### config.mk
export PLATFORM = sky130hd
export DESIGN_NAME = serializador_paralelo
export DESIGN_NICKNAME = d
export VERILOG_FILES = /design/src/rtl/serializador_paralelo.sv
export SDC_FILE = /design/constraint.sdc
export NUM_CORES = 1
export LEC_CHECK = 0
export BUFFER_PORTS_ARGS = -buffer_cell sky130_fd_sc_hd__buf_2
export CELL_PAD_IN_SITES_DETAIL_PLACEMENT = 1
export CELL_PAD_IN_SITES_GLOBAL_PLACEMENT = 1
export CORE_MARGIN = 4
export CORE_UTILIZATION = 30
export DETAILED_ROUTE_END_ITERATION = 8
export PLACE_DENSITY = 0.75
export SLEW_MARGIN = 20
export SYNTH_ARGS = -nofsm -noshare
export SYNTH_HDL_FRONTEND = slang
export SYNTH_SLANG_ARGS = --single-unit
export TNS_END_PERCENT = 100
### constraint.sdc
create_clock -name CLK -period 1.15 [get_ports CLK]
set_input_delay 0.115 -clock CLK [delete_from_list [all_inputs] [get_ports CLK]]
set_output_delay 0.115 -clock CLK [all_outputs]
set_load 0.02 [all_outputs]
### src/rtl/serializador_paralelo.sv
// ---------------------------------------------------------------------------
// serializador_paralelo
//
// Parallel-in / serial-out transmitter. A WIDTH-bit word is taken through a
// valid/ready handshake and shifted out LSB first, one bit per cycle in which
// Shift_en is high. Serial_out feeds the Shift_in of the matching serial-in
// shift-register receiver directly.
//
// Ports:
//   CLK         clock, all state changes on the rising edge
//   Reset       synchronous, active-high; overrides every other input
//   Data_in     parallel word, sampled only when a word is accepted
//   Load_valid  source presents a word on Data_in
//   Load_ready  block can accept a word this cycle
//   Shift_en    pacing strobe; a bit advances only while it is 1
//   Serial_out  current serial bit, 0 outside a frame
//   Frame       high while Serial_out carries a valid data bit
//   Done        one-cycle pulse after the last bit of a word is consumed
// ---------------------------------------------------------------------------
module serializador_paralelo #(
  parameter int WIDTH = 4
) (
  input  logic             CLK,
  input  logic             Reset,
  input  logic [WIDTH-1:0] Data_in,
  input  logic             Load_valid,
  output logic             Load_ready,
  input  logic             Shift_en,
  output logic             Serial_out,
  output logic             Frame,
  output logic             Done
);

  localparam int CW = (WIDTH > 1) ? $clog2(WIDTH) : 1;
  localparam logic [CW-1:0] LAST_C = CW'(WIDTH - 1);

  typedef enum logic [0:0] {
    IDLE  = 1'b0,
    SHIFT = 1'b1
  } state_t;

  state_t           state_r;
  state_t           state_nxt_s;
  logic [WIDTH-1:0] shreg_r;
  logic [CW-1:0]    cnt_r;
  logic             done_r;
  logic             last_s;
  logic             accept_s;

  // Final bit of the word is being consumed on this edge.
  assign last_s   = (state_r == SHIFT) && (cnt_r == LAST_C) && Shift_en;
  assign accept_s = Load_valid && Load_ready;

  // State register.
  always_ff @(posedge CLK) begin
    if (Reset) begin
      state_r <= IDLE;
    end else begin
      state_r <= state_nxt_s;
    end
  end

  // Next-state logic: a reload on the last bit keeps the frame going.
  always_comb begin
    state_nxt_s = state_r;
    case (state_r)
      IDLE: begin
        if (Load_valid) begin
          state_nxt_s = SHIFT;
        end else begin
          state_nxt_s = IDLE;
        end
      end
      SHIFT: begin
        if (last_s) begin
          if (Load_valid) begin
            state_nxt_s = SHIFT;
          end else begin
            state_nxt_s = IDLE;
          end
        end else begin
          state_nxt_s = SHIFT;
        end
      end
      default: begin
        state_nxt_s = IDLE;
      end
    endcase
  end

  // Output decode: Frame and Serial_out come from registered state only;
  // Load_ready also looks at Shift_en so a new word can follow the last bit.
  always_comb begin
    Load_ready = 1'b0;
    Frame      = 1'b0;
    Serial_out = 1'b0;
    case (state_r)
      IDLE: begin
        Load_ready = 1'b1;
        Frame      = 1'b0;
        Serial_out = 1'b0;
      end
      SHIFT: begin
        Load_ready = (cnt_r == LAST_C) && Shift_en;
        Frame      = 1'b1;
        Serial_out = shreg_r[0];
      end
      default: begin
        Load_ready = 1'b0;
        Frame      = 1'b0;
        Serial_out = 1'b0;
      end
    endcase
  end

  // Shift register and bit counter; a load takes priority over a shift.
  always_ff @(posedge CLK) begin
    if (Reset) begin
      shreg_r <= '0;
      cnt_r   <= '0;
    end else if (accept_s) begin
      shreg_r <= Data_in;
      cnt_r   <= '0;
    end else if ((state_r == SHIFT) && Shift_en && (cnt_r != LAST_C)) begin
      shreg_r <= {1'b0, shreg_r[WIDTH-1:1]};
      cnt_r   <= cnt_r + CW'(1);
    end else begin
      shreg_r <= shreg_r;
      cnt_r   <= cnt_r;
    end
  end

  // Completion pulse, one cycle after the last bit is consumed.
  always_ff @(posedge CLK) begin
    if (Reset) begin
      done_r <= 1'b0;
    end else begin
      done_r <= last_s;
    end
  end

  assign Done = done_r;

endmodule

Word level (Yosys, flattened, before mapping)
Cells that the tools add are included.
{"block": "word_totals", "regBits": 8, "output_inout_bits": 4, "elab_cells": 24}
{"block": "op_classes", "n_bitwise": 1, "n_reduce_logical": 8, "eq_ne": 2, "n_mux": 8, "add_sub_neg": 1}
{"op": "$mux 4", "count": 2}
{"op": "$pmux 1 s2", "count": 4}
{"op": "$logic_and 1x1->1", "count": 6}
{"op": "$add 2x1->2 const B", "count": 1}
{"op": "$eq 2x2->1 const B", "count": 1}
{"op": "$mux 1", "count": 2}
{"op": "$ne 2x2->1 const B", "count": 1}
{"op": "$reduce_bool 2->1", "count": 1}
{"op": "$reduce_or 2->1", "count": 1}
{"op": "$not 1->1", "count": 1}

Depth between registers and ports, before layout
Gate-level depths: netlist of the first run.
{"block": "depth", "ltp_word": 5, "depth_mapped": 5, "mapped_depth_nobuf": 5}

Least setup slack after synthesis of the first run
Ideal clock, no wire load.
{"block": "synth_path", "path_type": "register -> register", "startpoint": "register cnt_r[0]", "endpoint": "register shreg_r[0]", "required_ns": 1.034, "setup_time_ns": 0.116, "synth_period_minus_slack_ns": 1.172, "stages_incl_launch_ff": 6, "t_arrival_ns": 1.056, "slack_ns": -0.022, "cell_sequence": "dfxtp_1 ha_1 a21boi_2 inv_2 nand2_2 o211a_1"}
{"block": "synth_between", "elab_chain_cells": 5, "elab_cells_between_ends": 8}
{"item": "start, declared", "line_no": "45", "text": "logic [CW-1:0] cnt_r;"}
{"item": "start signal, assigned", "line_no": "126", "text": "cnt_r <= cnt_r + CW'(1);"}
{"item": "start signal, assigned", "line_no": "129", "text": "cnt_r <= cnt_r;"}
{"item": "$eq 2x2->1 *", "line_no": "104", "text": "Load_ready = (cnt_r == LAST_C) && Shift_en;"}
{"item": "$logic_and 1x1->1 *", "line_no": "104"}
{"item": "$pmux 1 s2 *", "line_no": "97", "text": "case (state_r)"}
{"item": "net Load_ready", "line_no": "27", "text": "output logic Load_ready,"}
{"item": "$logic_and 1x1->1 *", "line_no": "52", "text": "assign accept_s = Load_valid && Load_ready;"}
{"item": "$mux 4 / $reduce_bool 2->1 (equally long branches)"}
{"item": "end signal, assigned", "line_no": "122", "text": "shreg_r <= Data_in;"}
{"item": "end signal, assigned", "line_no": "125", "text": "shreg_r <= {1'b0, shreg_r[WIDTH-1:1]};"}
{"item": "end signal, assigned", "line_no": "128", "text": "shreg_r <= shreg_r;"}
{"item": "end, declared", "line_no": "44", "text": "logic [WIDTH-1:0] shreg_r;"}
The timed path passes the listed nets; every way through them passes the cells marked *.
A chain may end at the register's enable or synchronous reset.

Final worst setup path of the first run
{"block": "layout_path", "startpoint": "register cnt_r[0]", "endpoint": "output Load_ready"}
{"block": "layout_between", "elab_chain_cells": 3}
{"item": "$eq 2x2->1", "line_no": "104"}
{"item": "$logic_and 1x1->1", "line_no": "104"}
{"item": "$pmux 1 s2", "line_no": "97"}
{"item": "end, declared", "line_no": "27"}
No other way between the ends.

==> results.sh, run 1 <==
export IMPL_status="complete, but fails checks"
export IMPL_violations="setup timing"
export IMPL_place_gp_congestion=0.733
export IMPL_netlist_cell_type_count=21
export IMPL_yosys_top_cells_count="dfxtp_1 (8), nor2_1 (7), a21oi_1 (5)"
export IMPL_path_cells="ha_4 -> a21boi_4 -> inv_2 -> buf_6"
export IMPL_clk_latency_ns=0.26
export IMPL_synth_top_cells_by_area="dfxtp_1 (41%), o211a_1 (7.6%), nor2_1 (6.6%)"
export IMPL_final_cells=80
export IMPL_cts_sinks=8
export IMPL_rr_startpoint="cnt_r[1]$_SDFFE_PP0P_"
export IMPL_hold_path_class="in -> reg"
export IMPL_placed_area_sq_um=482
export IMPL_comb_power_share=0.212
export IMPL_cts_tree="done"
export IMPL_cts_root_buffer="clkbuf_4"
export IMPL_crit_family="flip-flops"
export IMPL_finalCriticalPeriod_ns=1.21
export IMPL_cp_num_buf_inv=2
export IMPL_hold_start="Data_in[1]"
export IMPL_intPower_uw=488
export IMPL_detail_route_wl_per_cell_um=14.9
export IMPL_drive_gt1_frac=0.515
export IMPL_startpoint="cnt_r[0]$_SDFFE_PP0P_"
export IMPL_seq_area_frac_synth=0.405
export IMPL_die_h_um=44.3
export IMPL_finalMaxSlewViolations=0
export IMPL_fin_area_sq_um=608
export IMPL_holdPathEnd="shreg_r[1]$_SDFFE_PP0P_"
export IMPL_syn_avg_cell_area_sq_um=8.79
export IMPL_start_util=0.338
export IMPL_clk_pin_slew_ns=0.06
export IMPL_yosysTopAreaCell="dfxtp_1"
export IMPL_grt_usage=0.136
export IMPL_tns_ns=-0.0550
export IMPL_synth_top_cell_area_share=0.405
export IMPL_syn_inst=45
export IMPL_rsz0062_at_grt="true"
export IMPL_pwr_share_clk=0.329
export IMPL_slowest_stage="dfxtp_2"
export IMPL_crit_fanout=4
export IMPL_place_inst=71
export IMPL_finalCritPeriodShare=1.05
export IMPL_ios=12
export IMPL_fmax_mhz=830
export IMPL_yosysWarnings=0
export IMPL_layout_setup_ws_ns=-0.0550
export IMPL_synth_edff_count=0
export IMPL_r2r_end="shreg_r[2]$_SDFFE_PP0P_"
export IMPL_rr_worst_depth=6
export IMPL_grt_pass1_vias=425
export IMPL_die_w_um=44.3
export IMPL_sequentialPowerShare=0.459
export IMPL_start_kind="flop"
export IMPL_die_area_sq_um=1960
export IMPL_drc=0
export IMPL_cts_buffers=3
export IMPL_synthFlopType="dfxtp_1"
export IMPL_arrival_ns=1.09
export IMPL_hpwl_um=707
export IMPL_sw_frac_of_total=0.277
export IMPL_fin_nets=77
export IMPL_required_ns=1.03
export IMPL_skew_ns=0.00608
export IMPL_r2r_slack_ns=0.01
export IMPL_first_iter_violations=4
export IMPL_ir_drop_mv=0.607
export IMPL_ys_ff_latch=8
export IMPL_hold_slack_ns=0.0925
export IMPL_worstSetupPathType="reg -> out"
export IMPL_min_path_cells=2
export IMPL_ys_async_sr_fraction=0
export IMPL_worst_pin_slew_ns=0.208
export IMPL_setup_viol=1
export IMPL_report_final_hold_viol_count=0
export IMPL_route_vias_total=400
export IMPL_htreeDepth=1
export IMPL_via_per_inst=5.00
export IMPL_worstSetupEndpointType="output port"
export IMPL_finalWirelength_um=1190
export IMPL_numPortBuffers=11
export IMPL_cts_max_path_buffers=2
export IMPL_synth_most_common_cell="dfxtp_1"
export IMPL_design_core_area_sq_um=1170
export IMPL_power_switching_uw=187
export IMPL_grt_start_max_net_pins=10
export IMPL_syn_nets=54
export IMPL_maxCapViolations=0
export IMPL_synthToLayoutAreaGrowth_pct=53.8
export IMPL_syn_area_sq_um=395
export IMPL_slowest_delay_ns=0.33
export IMPL_power_density_nw_per_um2=1110
export IMPL_slew_limit_headroom=0.861
export IMPL_drt_pass1_iter_count=3
export IMPL_antenna_left=0
export IMPL_power_leakage_uw=0.000298
export IMPL_diodes=0
export IMPL_grt_first_pass_wirelength_um=1910
export IMPL_antenna_found_initial=0
export IMPL_fp_row_count=12
export IMPL_grt_overflow=0
-- power by group through the flow --
stage               clock network [uW]  registers, uW  logic (uW)
finish                             223            310         143
global route                       251            312         159
CTS                                228            308         125
detailed placement                   0            312         108
global placement                     0            312         107
floorplan                            0            314        62.7
-- registers in the layout, summed over array words and instances, names as in the netlist --
| signal | flops |
|---|---|
| Done | 1 |
| cnt_r | 2 |
| shreg_r | 4 |
| state_r | 1 |
-- cells in the final DEF (no fill, tap or decap) --
master	n
nor2_1	7
o211a_1	3
mux2i_1	1
buf_2	9
and4b_1	1
a21oi_1	4
dfxtp_2	3
nand3_1	1
a21oi_2	1
ha_4	1
o21ai_0	3
nor3_1	2
clkbuf_4	3
nor3b_2	2
inv_1	1
inv_2	1
o211ai_1	1
nor3b_1	1
buf_4	7
xor2_1	1
nand2_2	1
and2_1	1
dfxtp_1	5
a21boi_4	1
nand2b_4	1
nand3b_2	1
buf_6	3
-- kinds of logic after synthesis --
kind of cell	count (synthesis)	synth area share
compound gates	13	0.225
mux	1	0.0253
simple gates	18	0.263
flops	8	0.405
fa+ha+maj	1	0.0316
buf+inv	3	0.0285
xor+xnor	1	0.0222
-- final cells by class --
type / count / area (sq um)
Fill cell: 135 / 563
Multi-Input combinational cell: 34 / 265
Sequential cell: 8 / 164
Timing Repair Buffer: 19 / 131
Clock buffer: 3 / 22.5
Tap cell: 14 / 17.5
Inverter: 2 / 7.51
-- per-layer routing --
layer / part of all wire / wire length, um / vias to the layer above / GRT usage
met5: 0 / 0 / - / 0
met4: 0.0067 / 8 / 0 / 0.0181
met3: 0.071 / 84 / 2 / 0.0813
met2: 0.49 / 581 / 12 / 0.224
met1: 0.43 / 516 / 181 / 0.153
li1: - / - / 205 / -
-- stage by stage --
| stage | utilization | worst slack [ns] | power [uW] |
|---|---|---|---|
| 2_1_floorplan | - | 0.00417 | 377 |
| 6_report | 0.519 | -0.0550 | 676 |
| 5_1_grt | 0.519 | -0.103 | 723 |
| 3_5_place_dp | 0.411 | -0.00542 | 420 |
| 3_3_place_gp | 0.411 | 0.0183 | 419 |
| 4_1_cts | 0.483 | -0.0638 | 661 |
-- repair_timing --
| item | 4_1_cts | 5_1_grt |
|---|---|---|
| hold buffers | 0 | 0 |
| resized for setup | 8 | 6 |
| endpoints found under the setup margin | 7 | 8 |
| pin swaps | 3 | 0 |
| buffers inserted | 4 | 2 |
| endpoints found under the hold margin | 0 | 0 |
-- worst max path at each step --
stage / endpoint / slack [ns] / cells after the start
after floorplan: shreg_r[0]$_SDFFE_PP0P_ / 0.004 / 4
after global routing: Load_ready / -0.10 / 4
after detailed placement: cnt_r[0]$_SDFFE_PP0P_ / -0.005 / 4
after CTS: Load_ready / -0.06 / 4
after global placement: shreg_r[2]$_SDFFE_PP0P_ / 0.02 / 5
final: Load_ready / -0.06 / 4
No activity file was read; power rests on OpenSTA's default activity.
==> run 2, diff against run 1 <==
--- a/config.mk
+++ b/config.mk
@@ -5,13 +5,15 @@
 export SDC_FILE = /design/constraint.sdc
 export NUM_CORES = 1
 export LEC_CHECK = 0
+export ABC_AREA = 1
 export BUFFER_PORTS_ARGS = -buffer_cell sky130_fd_sc_hd__buf_2
+export CAP_MARGIN = 15
 export CELL_PAD_IN_SITES_DETAIL_PLACEMENT = 1
 export CELL_PAD_IN_SITES_GLOBAL_PLACEMENT = 1
 export CORE_MARGIN = 4
-export CORE_UTILIZATION = 30
+export CORE_UTILIZATION = 29
 export DETAILED_ROUTE_END_ITERATION = 8
-export PLACE_DENSITY = 0.75
+export PLACE_DENSITY = 0.74
 export SLEW_MARGIN = 20
 export SYNTH_ARGS = -nofsm -noshare
 export SYNTH_HDL_FRONTEND = slang
==> run 2 against run 1 <==
The flow now finishes without violations. Power fell by 5.9%. Core utilization decreased by 8.8 points. Fmax increased by 5.6%. Sequential power about the same. Clock power decreased by 2%. First-iteration DRC count fell by 75%. Highest routed layer unchanged. Combinational power shrank 22%. Non-clock buffer count down 4. Worst setup slack better by 0.064 ns. Die area grew 4.7%. Sequential cell count unchanged. Synthesized cell count is 13% higher.
==> results.sh, run 2 <==
export IMPL_hpwl_um=702
export IMPL_clk_pin_slew_ns=0.05
export IMPL_power_leakage_uw=0.000269
export IMPL_grt_start_max_net_pins=10
export IMPL_grtUsageMet3=0.0637
export IMPL_nFillCells=175
export IMPL_hold_path_class="in -> reg"
export IMPL_power_density_nw_per_um2=1130
export IMPL_maxCapViolations=0
export IMPL_cts_tree="done"
export IMPL_crit_fanout=3
export IMPL_yosysTopAreaCell="dfxtp_1"
export IMPL_grt_first_pass_wirelength_um=1610
export IMPL_synth_most_common_cell="nand2_1"
export IMPL_status="finished, final reports clean"
export IMPL_skew_ns=0.00155
export IMPL_die_area_sq_um=2050
export IMPL_syn_area_sq_um=404
export IMPL_rsz0062_at_grt="true"
export IMPL_finalWirelength_um=987
export IMPL_slew_limit_headroom=0.891
export IMPL_gr_usage_met2=0.175
export IMPL_start_kind="flop"
export IMPL_grtUsageMet1=0.129
export IMPL_numPortBuffers=11
export IMPL_ir_drop_mv=0.474
export IMPL_synthToLayoutAreaGrowth_pct=38.7
export IMPL_cts_buffers=3
export IMPL_slowest_delay_ns=0.35
export IMPL_ys_ff_latch=8
export IMPL_cts_sinks=8
export IMPL_setup_viol=0
export IMPL_antenna_left=0
export IMPL_synth_top_cell_area_share=0.396
export IMPL_yosysWarnings=0
export IMPL_cp_num_buf_inv=1
export IMPL_final_cells=83
export IMPL_grt_pass1_vias=371
export IMPL_path_cells="ha_4 -> nand2_4 -> nand2_4 -> buf_6"
export IMPL_hold_slack_ns=0.109
export IMPL_netlist_cell_type_count=15
export IMPL_place_gp_congestion=0.737
export IMPL_ios=12
export IMPL_detail_route_wl_per_cell_um=11.9
export IMPL_finalCritPeriodShare=0.992
export IMPL_syn_nets=60
export IMPL_required_ns=1.03
export IMPL_report_final_hold_viol_count=0
export IMPL_start_util=0.311
export IMPL_design_core_area_sq_um=1300
export IMPL_synth_top_cells_by_area="dfxtp_1 (40%), nand2_1 (9.3%), nand3_1 (7.4%)"
export IMPL_mostFrequentLayoutCells="nand2_1 (10), buf_2 (10), nand3_1 (6)"
export IMPL_fp_row_count=13
export IMPL_finalMaxSlewViolations=0
export IMPL_worst_pin_slew_ns=0.163
export IMPL_worstSetupPathType="reg -> out"
export IMPL_cts_root_buffer="clkbuf_4"
export IMPL_arrival_ns=1.03
export IMPL_htreeDepth=1
export IMPL_crit_family="flip-flops"
export IMPL_fmax_mhz=876
export IMPL_seq_area_frac_synth=0.396
export IMPL_fin_total_pwr_uw=636
export IMPL_diodes=0
export IMPL_grt_usage=0.112
export IMPL_via_per_inst=4.82
export IMPL_synth_edff_count=0
export IMPL_drive_gt1_frac=0.412
export IMPL_antenna_found_initial=0
export IMPL_grt_overflow=0
export IMPL_syn_avg_cell_area_sq_um=7.92
export IMPL_worstSetupEndpointType="output port"
export IMPL_syn_inst=51
export IMPL_first_iter_violations=1
export IMPL_die_h_um=45.3
export IMPL_tns_ns=0
export IMPL_cp_common_cell="nand2_4"
export IMPL_fin_nets=79
export IMPL_yosys_top_cells_count="nand2_1 (10), dfxtp_1 (8), inv_1 (6), nand3_1 (6), a21oi_1 (5)"
export IMPL_die_w_um=45.3
export IMPL_route_vias_total=400
export IMPL_ys_async_sr_fraction=0
export IMPL_slowest_stage="dfxtp_2"
export IMPL_drt_pass1_iter_count=2
export IMPL_largest_reg_flops=4
export IMPL_clk_latency_ns=0.25
export IMPL_cts_max_path_buffers=2
export IMPL_drc=0
export IMPL_finalCriticalPeriod_ns=1.14
export IMPL_largest_register="shreg_r"
export IMPL_largestRegisters="shreg_r x4, cnt_r x2"
export IMPL_top_usage_layer="met2"
export IMPL_synthFlopType="dfxtp_1"
export IMPL_place_inst=77
-- run 2: per-stage QoR --
| step | setup slack [ns] | cell area (sq um) | util |
|---|---|---|---|
| global placement | -0.0363 | 470 | 0.362 |
| finish | 0.00871 | 561 | 0.431 |
| detailed placement | -0.0350 | 470 | 0.362 |
| global route | -0.0420 | 561 | 0.431 |
| floorplan | 0.0835 | 404 | - |
| CTS | -0.00199 | 532 | 0.409 |
-- run 2: kinds of logic after synthesis --
family / after synthesis / share of synthesized area
AO/OA/AOI/OAI: 6 / 0.0743
XOR/XNOR: 1 / 0.0217
adder cells (fa/ha/maj): 1 / 0.0310
buffers and inverters: 7 / 0.0929
flip-flops: 8 / 0.396
AND/OR/NAND/NOR: 28 / 0.384
-- run 2: area by class of cell --
class / count / area, sq um / share of cell area
clock buffers: 3 / 22.5 / 0.0402
inverters: 6 / 22.5 / 0.0402
multi-input cells: 36 / 235 / 0.420
flip-flops and latches: 8 / 166 / 0.297
well taps: 15 / 18.8 / 0.0335
repair buffers: 15 / 95.1 / 0.170
-- run 2: final timing paths --
check,from,to,slack [ns],cells past startpoint
hold / removal,Reset,shreg_r[2]$_SDFFE_PP0P_,0.11,2
setup / recovery,cnt_r[0]$_SDFFE_PP0P_,Load_ready,0.009,4
hold reg to reg,shreg_r[0]$_SDFFE_PP0P_,shreg_r[0]$_SDFFE_PP0P_,0.49,2
setup reg to reg,cnt_r[0]$_SDFFE_PP0P_,shreg_r[2]$_SDFFE_PP0P_,0.07,7
-- run 2: metal layers --
metal | vias to the layer above | wire (um)
met3 | 2 | 83
li1 | 206 | -
met1 | 179 | 403
met4 | 0 | 6
met5 | - | 0
met2 | 13 | 493
-- run 2: power breakdown --
| group | internal [uW] | switching [uW] |
|---|---|---|
| Sequential | 292 | 14.5 |
| Clock | 120 | 98.7 |
| Combinational | 50.4 | 60.2 |
-- run 2: timing repair --
item / 4_1_cts / 5_1_grt
cloned: 0 / 0
buffers inserted: 1 / 2
hold buffers: 0 / 0
gates resized for setup: 9 / 4
pin swaps: 3 / 3
endpoints found under the setup margin: 8 / 8
==> run 3, diff against run 2 <==
--- a/config.mk
+++ b/config.mk
@@ -10,9 +10,9 @@
 export CAP_MARGIN = 15
 export CELL_PAD_IN_SITES_DETAIL_PLACEMENT = 1
 export CELL_PAD_IN_SITES_GLOBAL_PLACEMENT = 1
-export CORE_MARGIN = 4
-export CORE_UTILIZATION = 29
+export CORE_AREA = 4 4 41 43
 export DETAILED_ROUTE_END_ITERATION = 8
+export DIE_AREA = 0 0 45 47
 export PLACE_DENSITY = 0.74
 export SLEW_MARGIN = 20
 export SYNTH_ARGS = -nofsm -noshare
==> constraint.sdc (replaced) <==
create_clock -name CLK -period 1.1 [get_ports CLK]
set_input_delay 0.11 -clock CLK [delete_from_list [all_inputs] [get_ports CLK]]
set_output_delay 0.11 -clock CLK [all_outputs]
set_load 0.02 [all_outputs]
==> run 3 against run 2 <==
The flow now finishes with violations (setup timing). Largest power group unchanged. Largest cell class unchanged. Routed wire length is 5.4% higher. Clock skew is 0.0054 ns higher. Global-route usage is 1.3 points higher. Die area is 2.9% higher. Cell area is 1.3% higher. Power is 3.7% higher. Register-to-register slack worse by 0.06 ns. Core utilization is 0.58 points higher. Count of clock-buffer cells in the layout stayed put. Via count is 2.5% higher.
==> results.sh, run 3 (same netlist as run 2, synthesis figures left out) <==
export IMPL_grt_pass1_vias=421
export IMPL_route_vias_total=410
export IMPL_slew_limit_headroom=0.893
export IMPL_cts_sinks=8
export IMPL_fin_area_sq_um=568
export IMPL_antenna_found_initial=0
export IMPL_start_kind="flop"
export IMPL_cp_common_cell="nand2_4"
export IMPL_setup_viol=1
export IMPL_antenna_left=0
export IMPL_ios=12
export IMPL_status="complete, but fails checks"
export IMPL_ff_latch_area_sq_um=166
export IMPL_skew_ns=0.00697
export IMPL_cts_root_buffer="clkbuf_4"
export IMPL_hpwl_um=754
export IMPL_finalCritPeriodShare=1.02
export IMPL_rsz0062_at_grt="true"
export IMPL_drive_gt1_frac=0.414
export IMPL_clk_latency_ns=0.25
export IMPL_finalWirelength_um=1040
export IMPL_maxCapViolations=0
export IMPL_worstSetupEndpointType="output port"
export IMPL_fin_nets=81
export IMPL_report_final_hold_viol_count=0
export IMPL_fin_util=0.437
export IMPL_arrival_ns=1.01
export IMPL_finalMaxSlewViolations=0
export IMPL_largest_register="shreg_r"
export IMPL_fmax_mhz=889
export IMPL_design_core_area_sq_um=1300
export IMPL_die_h_um=47
export IMPL_diodes=0
export IMPL_crit_family="flip-flops"
export IMPL_place_gp_congestion=0.758
export IMPL_placed_area_sq_um=485
export IMPL_finalCriticalPeriod_ns=1.12
export IMPL_ir_drop_mv=0.629
export IMPL_worstSetupPathType="reg -> out"
export IMPL_cts_hold_buffers=0
export IMPL_nFillCells=175
export IMPL_grt_overflow=0
export IMPL_slowest_delay_ns=0.33
export IMPL_synthToLayoutAreaGrowth_pct=40.6
export IMPL_numPortBuffers=11
export IMPL_power_density_nw_per_um2=1160
export IMPL_largestRegisters="shreg_r x4, cnt_r x2"
export IMPL_fp_row_count=13
export IMPL_die_w_um=45
export IMPL_die_area_sq_um=2120
export IMPL_htreeDepth=1
export IMPL_start_util=0.311
export IMPL_multiInputGateArea_sq_um=228
export IMPL_cts_max_path_buffers=2
export IMPL_cp_num_buf_inv=1
export IMPL_clk_pin_slew_ns=0.06
export IMPL_violations="setup timing"
export IMPL_grt_first_pass_wirelength_um=1750
export IMPL_grt_usage=0.125
export IMPL_detail_route_wl_per_cell_um=12.2
export IMPL_mostFrequentLayoutCells="nand2_1 (10), buf_2 (10), inv_1 (6), nand3_1 (6)"
export IMPL_largest_reg_flops=4
export IMPL_power_leakage_uw=0.000276
export IMPL_cts_buffers=3
export IMPL_worst_pin_slew_ns=0.161
export IMPL_hold_slack_ns=0.0981
export IMPL_via_per_inst=4.82
export IMPL_first_iter_violations=7
export IMPL_layout_setup_ws_ns=-0.0245
export IMPL_drc=0
export IMPL_required_ns=0.99
export IMPL_crit_fanout=3
export IMPL_hold_path_class="in -> reg"
export IMPL_cts_tree="done"
export IMPL_drt_pass1_iter_count=4
export IMPL_path_cells="ha_4 -> nand2_4 -> nand2_4 -> buf_6"
export IMPL_grt_start_max_net_pins=10
export IMPL_slowest_stage="dfxtp_2"
## run 3: cell count changes in the layout (fill, tap and decap cells not counted)
cell | before | now
buf_4 | 3 | 5
inv_1 | 5 | 6
inv_2 | 1 | 0
nand3_2 | 0 | 1
nand3_4 | 1 | 0
## run 3: worst paths after layout
check                                from                      end  slack [ns]  cells after the start
setup reg to reg    cnt_r[1]$_SDFFE_PP0P_  shreg_r[0]$_SDFFE_PP0P_        0.01                      7
setup / recovery    cnt_r[1]$_SDFFE_PP0P_               Load_ready       -0.02                      4
hold reg to reg   shreg_r[0]$_SDFFE_PP0P_  shreg_r[0]$_SDFFE_PP0P_        0.49                      2
hold / removal                      Reset  shreg_r[1]$_SDFFE_PP0P_         0.1                      2
## run 3: worst register-to-register path: stages, from the launching register on
cell	delay, ns
dfxtp_2	0.33
ha_4	0.16
inv_1	0.08
buf_4	0.12
nand4_1	0.08
nand2_1	0.09
nand2_1	0.05
a21oi_1	0.10
## run 3: final cells by class
| type | count | share of cell area |
|---|---|---|
| Timing Repair Buffer | 17 | 0.194 |
| Multi-Input combinational cell | 36 | 0.401 |
| Sequential cell | 8 | 0.293 |
| Tap cell | 15 | 0.0330 |
| Clock buffer | 3 | 0.0396 |
| Inverter | 6 | 0.0396 |
## run 3: power by group
group          switching, uW  internal [uW]  leakage, uW
Combinational           62.8           51.5     0.000196
Clock                    100            125    0.0000138
Sequential              13.8            306    0.0000671
Total                    177            482     0.000276
## run 3: timing repair
item / in CTS / in global routing
setup endpoints to repair: 8 / 8
hold endpoints to repair: 0 / 0
buffers inserted: 2 / 1
gates resized for setup: 8 / 3
pin swaps: 1 / 0
## run 3: layer usage
metal	up-vias	global-route usage	wire length, um
met4	0	0.123	41
met5	-	0	0
met2	14	0.203	501
li1	210	-	-
met3	4	0.0268	67
met1	182	0.132	429
## run 3: metrics by stage
stage                     setup WS, ns  total power (uW)  TNS, ns  cells
final                          -0.0245               659  -0.0245     85
after CTS                      -0.0318               666  -0.0387     84
after global routing           -0.0807               715   -0.376     85
after floorplan                 0.0335               389        0     51
after detailed placement       -0.0284               427   -0.122     79
after global placement         0.00792               424        0     79
